**config.mk**
```make
export PLATFORM = sky130hd
export DESIGN_NAME = ex_mem_buffer
export DESIGN_NICKNAME = d
export VERILOG_FILES = /design/src/rtl/ex_mem_buffer.sv
export SDC_FILE = /design/constraint.sdc
export NUM_CORES = 1
export LEC_CHECK = 0
export BUFFER_PORTS_ARGS = -buffer_cell sky130_fd_sc_hd__buf_4
export CAP_MARGIN = 20
export CORE_UTILIZATION = 45
export CTS_CLUSTER_SIZE = 10
export DETAILED_ROUTE_END_ITERATION = 6
export PLACE_DENSITY = 0.77
export SLEW_MARGIN = 20
export SYNTH_ARGS = -nofsm -noshare
export SYNTH_HDL_FRONTEND = slang
export SYNTH_SLANG_ARGS = --single-unit
```
**constraint.sdc**
```tcl
create_clock -name clk -period 2.3 [get_ports clk]
set_input_delay 0.115 -clock clk [delete_from_list [all_inputs] [get_ports clk]]
set_output_delay 0.115 -clock clk [all_outputs]
set_load 0.02 [all_outputs]
```
**src/rtl/ex_mem_buffer.sv**
```systemverilog
// EX->MEM pipeline buffer: two-entry skid buffer with a registered in_ready
// and a combinational forwarding lookup over the held entries.
module ex_mem_buffer #(
  parameter int DATA_WIDTH = 32,
  parameter int ADDR_WIDTH = 5
) (
  input  logic                  clk,
  input  logic                  rst,
  input  logic                  flush,
  input  logic                  in_valid,
  output logic                  in_ready,
  input  logic [ADDR_WIDTH-1:0] reg_write_addr_i,
  input  logic                  reg_write_en_i,
  input  logic [DATA_WIDTH-1:0] reg_write_data_i,
  output logic                  out_valid,
  input  logic                  out_ready,
  output logic [ADDR_WIDTH-1:0] reg_write_addr_o,
  output logic                  reg_write_en_o,
  output logic [DATA_WIDTH-1:0] reg_write_data_o,
  output logic [1:0]            occupancy,
  input  logic [ADDR_WIDTH-1:0] fwd_addr,
  output logic                  fwd_hit,
  output logic [DATA_WIDTH-1:0] fwd_data
);

  // Encoding doubles as the occupancy count, so occupancy is the state itself.
  typedef enum logic [1:0] {
    EMPTY = 2'd0,
    ONE   = 2'd1,
    FULL  = 2'd2
  } state_t;

  state_t                state_q, state_d;
  logic                  in_ready_q, in_ready_d;
  logic [ADDR_WIDTH-1:0] head_addr_q, head_addr_d, skid_addr_q, skid_addr_d;
  logic                  head_en_q, head_en_d, skid_en_q, skid_en_d;
  logic [DATA_WIDTH-1:0] head_data_q, head_data_d, skid_data_q, skid_data_d;
  logic                  push, pop;

  // Handshake: a transfer happens on an edge where valid && ready are both 1.
  assign push = in_valid && in_ready_q;
  assign pop  = (state_q != EMPTY) && out_ready;

  always_comb begin
    state_d     = state_q;
    head_addr_d = head_addr_q;
    head_en_d   = head_en_q;
    head_data_d = head_data_q;
    skid_addr_d = skid_addr_q;
    skid_en_d   = skid_en_q;
    skid_data_d = skid_data_q;
    case (state_q)
      EMPTY: begin
        if (push) begin
          head_addr_d = reg_write_addr_i;
          head_en_d   = reg_write_en_i;
          head_data_d = reg_write_data_i;
          state_d     = ONE;
        end
      end
      ONE: begin
        if (push && pop) begin
          head_addr_d = reg_write_addr_i;
          head_en_d   = reg_write_en_i;
          head_data_d = reg_write_data_i;
        end else if (push) begin
          skid_addr_d = reg_write_addr_i;
          skid_en_d   = reg_write_en_i;
          skid_data_d = reg_write_data_i;
          state_d     = FULL;
        end else if (pop) begin
          head_addr_d = '0;
          head_en_d   = 1'b0;
          head_data_d = '0;
          state_d     = EMPTY;
        end
      end
      FULL: begin
        if (pop) begin
          head_addr_d = skid_addr_q;
          head_en_d   = skid_en_q;
          head_data_d = skid_data_q;
          skid_addr_d = '0;
          skid_en_d   = 1'b0;
          skid_data_d = '0;
          state_d     = ONE;
        end
      end
      default: state_d = EMPTY;
    endcase
    if (flush) begin
      state_d     = EMPTY;
      head_addr_d = '0;
      head_en_d   = 1'b0;
      head_data_d = '0;
      skid_addr_d = '0;
      skid_en_d   = 1'b0;
      skid_data_d = '0;
    end
    // Registered ready: a free slot is guaranteed whenever it reads 1.
    in_ready_d = (state_d != FULL);
  end

  always_ff @(posedge clk or posedge rst) begin
    if (rst) begin
      state_q     <= EMPTY;
      in_ready_q  <= 1'b0;
      head_addr_q <= '0;
      head_en_q   <= 1'b0;
      head_data_q <= '0;
      skid_addr_q <= '0;
      skid_en_q   <= 1'b0;
      skid_data_q <= '0;
    end else begin
      state_q     <= state_d;
      in_ready_q  <= in_ready_d;
      head_addr_q <= head_addr_d;
      head_en_q   <= head_en_d;
      head_data_q <= head_data_d;
      skid_addr_q <= skid_addr_d;
      skid_en_q   <= skid_en_d;
      skid_data_q <= skid_data_d;
    end
  end

  assign in_ready         = in_ready_q;
  assign out_valid        = (state_q != EMPTY);
  assign reg_write_addr_o = out_valid ? head_addr_q : '0;
  assign reg_write_en_o   = out_valid & head_en_q;
  assign reg_write_data_o = out_valid ? head_data_q : '0;
  assign occupancy        = state_q;

  // Skid holds the newer entry, so it wins over head; r0 never forwards.
  always_comb begin
    fwd_hit  = 1'b0;
    fwd_data = '0;
    if (fwd_addr != '0) begin
      if ((state_q == FULL) && skid_en_q && (skid_addr_q == fwd_addr)) begin
        fwd_hit  = 1'b1;
        fwd_data = skid_data_q;
      end else if ((state_q != EMPTY) && head_en_q && (head_addr_q == fwd_addr)) begin
        fwd_hit  = 1'b1;
        fwd_data = head_data_q;
      end
    end
  end

endmodule

```
==> metrics.cfg <==
[status]
status=complete, no violations

[synth]
synth.avg_cell_area_um2=8.88
synth_cell_types=34
synth-main-ff-cell=dfrtp_1
async_flop_share_pct=100
synth_edf_count=0
synth_common_cells=dfrtp_1, nand2_1, o21ai_0
synth.largest_area_cell=dfrtp_1
synthTopCellsByArea=dfrtp_1, o2bb2ai_1, nand2_1, a22oi_1, nor2b_1
synth-seq-area-share_pct=43.6
syn-num-nets=562
ys_ff_latch=79
yosysTopAreaCellShare_pct=43.6
yosysWarnings=0
synth_cells=510
netlist_area_um2=4530

[pwr]
combPwrFrac_pct=22.9
p_sw_mw=1.15
total_power_mw=3.75
irDropWorstVdd_v=0.000320
seqPwrFrac_pct=44.0
p_clk_share_pct=33.1
powerDensity_nw_per_um2=613
power.internal_mw=2.60
p_sw_share_pct=30.7
p_leak_nw=2.57

[critical_path]
arrival_ns=2.10
crit_path_max_fanout=18
worst-setup-path-type=reg -> out
critPathLaunchType=flip-flop
cp-end-kind=output port
crit_start=occupancy[1]
cp.required_ns=2.18
reg2reg_setup_slack_ns=0.20
timing.rr.start=occupancy[1]

[cells_and_area]
area_delta_synth_final_pct=35.0
layout.nets=671
design_area_um2=6120
drive_above_1_share_pct=32.7
utilization_pct=62.6
antenna_cells=0

[clocking]
cts_tree=done
clk_pin_slew_ns=0.08
clock_path_buffers=2
clock_sinks=79
htree_levels=3
cts_buffers=9
clkLatencyLatePin_ns=0.35
cts_root_buffer=clkbuf_8

[floorplanning]
die_x_um=102
core_um2=9770
io_pins=123
die_h_um=102
dieArea_um2=10500
initial_core_util_pct=46.3
row_count=36

[placement]
postPlaceCellArea_um2=5700
hpwl_mm=9.01
place_congestion=0.887
portBuffers=122

[timing]
setup_viol=0
max_freq_ghz=0.451
skew_ns=0.00758
rsz0062_at_grt=true
maxSlewHeadroom_pct=42.8
holdWs_ns=0.0121
hold_viol_final=0
period_minus_slack_ns=2.22
slew_viol_final=0
fin_crit_sh_pct=96.5
worstMarginPinSlew_ns=0.856

[detailed_routing]
wl_per_cell_um=18.3
drt_iter0_markers=304
ant_nets=0
drt_first_pass_iters=5
drc_errors=0
vias_per_cell=5.99
finalWirelength_mm=13.8
routed-via-count=4532

[flow_run]
cap_viol_max_count=0

[global_route]
antenna_found_initial=0
met1_usage_pct=37.9
grtUsageMet3_pct=6.63
grt_max_degree=61
grt-ovfl-total=0
grt.total_usage_pct=27.6
grt.met2_usage_pct=43.5
grt.busiest_layer=met2
grt_pass1_wl_mm=22.2
grt_pass1_vias=4295

[min_path]
hp-class=in -> reg
hp-start=reg_write_data_i[29]

-- kinds of logic after synthesis --
| kind of cell | after synthesis | synth area share (%) |
|---|---|---|
| xor gates and xnor gates | 10 | 1.93 |
| buffers and inverters | 59 | 6.08 |
| DFF | 79 | 43.6 |
| and+or+nand+nor | 169 | 18.1 |
| adders and majority gates | 4 | 1.11 |
| AOI/OAI and AO/OA | 189 | 29.2 |
-- cell type report --
| class | instances | area [µm²] |
|---|---|---|
| clock buffers | 10 | 128 |
| clock inverters | 6 | 109 |
| fillers | 809 | 3660 |
| inverters | 6 | 23.8 |
| multi-input cells | 372 | 2470 |
| flip-flops and latches | 79 | 1980 |
| well taps | 133 | 166 |
| repair buffers | 151 | 1240 |
-- sequential cells by signal, summed over array words and instances (netlist names) --
signal       cells
skid_en_q        1
skid_addr_q      5
head_addr_q      5
head_data_q     32
skid_data_q     32
in_ready         1
occupancy        2
head_en_q        1
-- what timing repair did --
item,in CTS,in global routing
endpoints found under the hold margin,48,3
gates resized for setup,8,15
hold buffers,2,3
setup buffers,1,2
endpoints found under the setup margin,33,32
-- critical path, stage by stage (launching register included) --
cell      delay (ns)
dfrtp_2         0.42
inv_1           0.08
ha_2            0.22
nor2b_2         0.15
nand2_1         0.07
o22a_2          0.19
buf_4           0.22
a211oi_1        0.23
buf_4           0.19
-- final timing paths --
kind | end | cells past startpoint
max | fwd_data[28] | 8
max reg2reg | head_addr_q[2] | 7
min | skid_data_q[29] | 3
max in group asynchronous | skid_data_q[19] | 4
min reg2reg | head_data_q[25] | 1
min in group asynchronous | head_data_q[17] | 3
-- metrics by stage --
stage | worst slack, ns | TNS [ns] | cells
4_1_cts | 0.00444 | 0 | 752
3_5_place_dp | 0.140 | 0 | 733
6_report | 0.0809 | 0 | 757
3_3_place_gp | 0.180 | 0 | 733
5_1_grt | -0.0296 | -0.0688 | 757
2_1_floorplan | -0.114 | -1.69 | 510
-- layout by cell type (no fill, tap or decap), types with 9 or more instances in the layout --
master     count
a211oi_2      26
o21ai_0       40
nor2b_1       37
o21ai_1       30
clkbuf_8       9
a22oi_1       38
dfrtp_1       78
o2bb2ai_1     39
xnor2_1        9
nand3_1       34
buf_4        136
nand2_1       79
-- power groups by stage --
stage | clock (mW) | sequential (mW) | combinational [mW]
6_report | 1.24 | 1.65 | 0.860
5_1_grt | 1.32 | 1.67 | 0.940
4_1_cts | 1.25 | 1.65 | 0.838
3_5_place_dp | 0 | 1.67 | 0.824
3_3_place_gp | 0 | 1.67 | 0.802
2_1_floorplan | 0 | 1.64 | 0.520
-- layer usage --
metal	wire, µm	vias up
met4	168	0
met3	1340	16
met5	0	-
li1	-	2065
met2	6480	267
met1	5830	2184
Note: power is estimated with default switching activity, not from simulation.
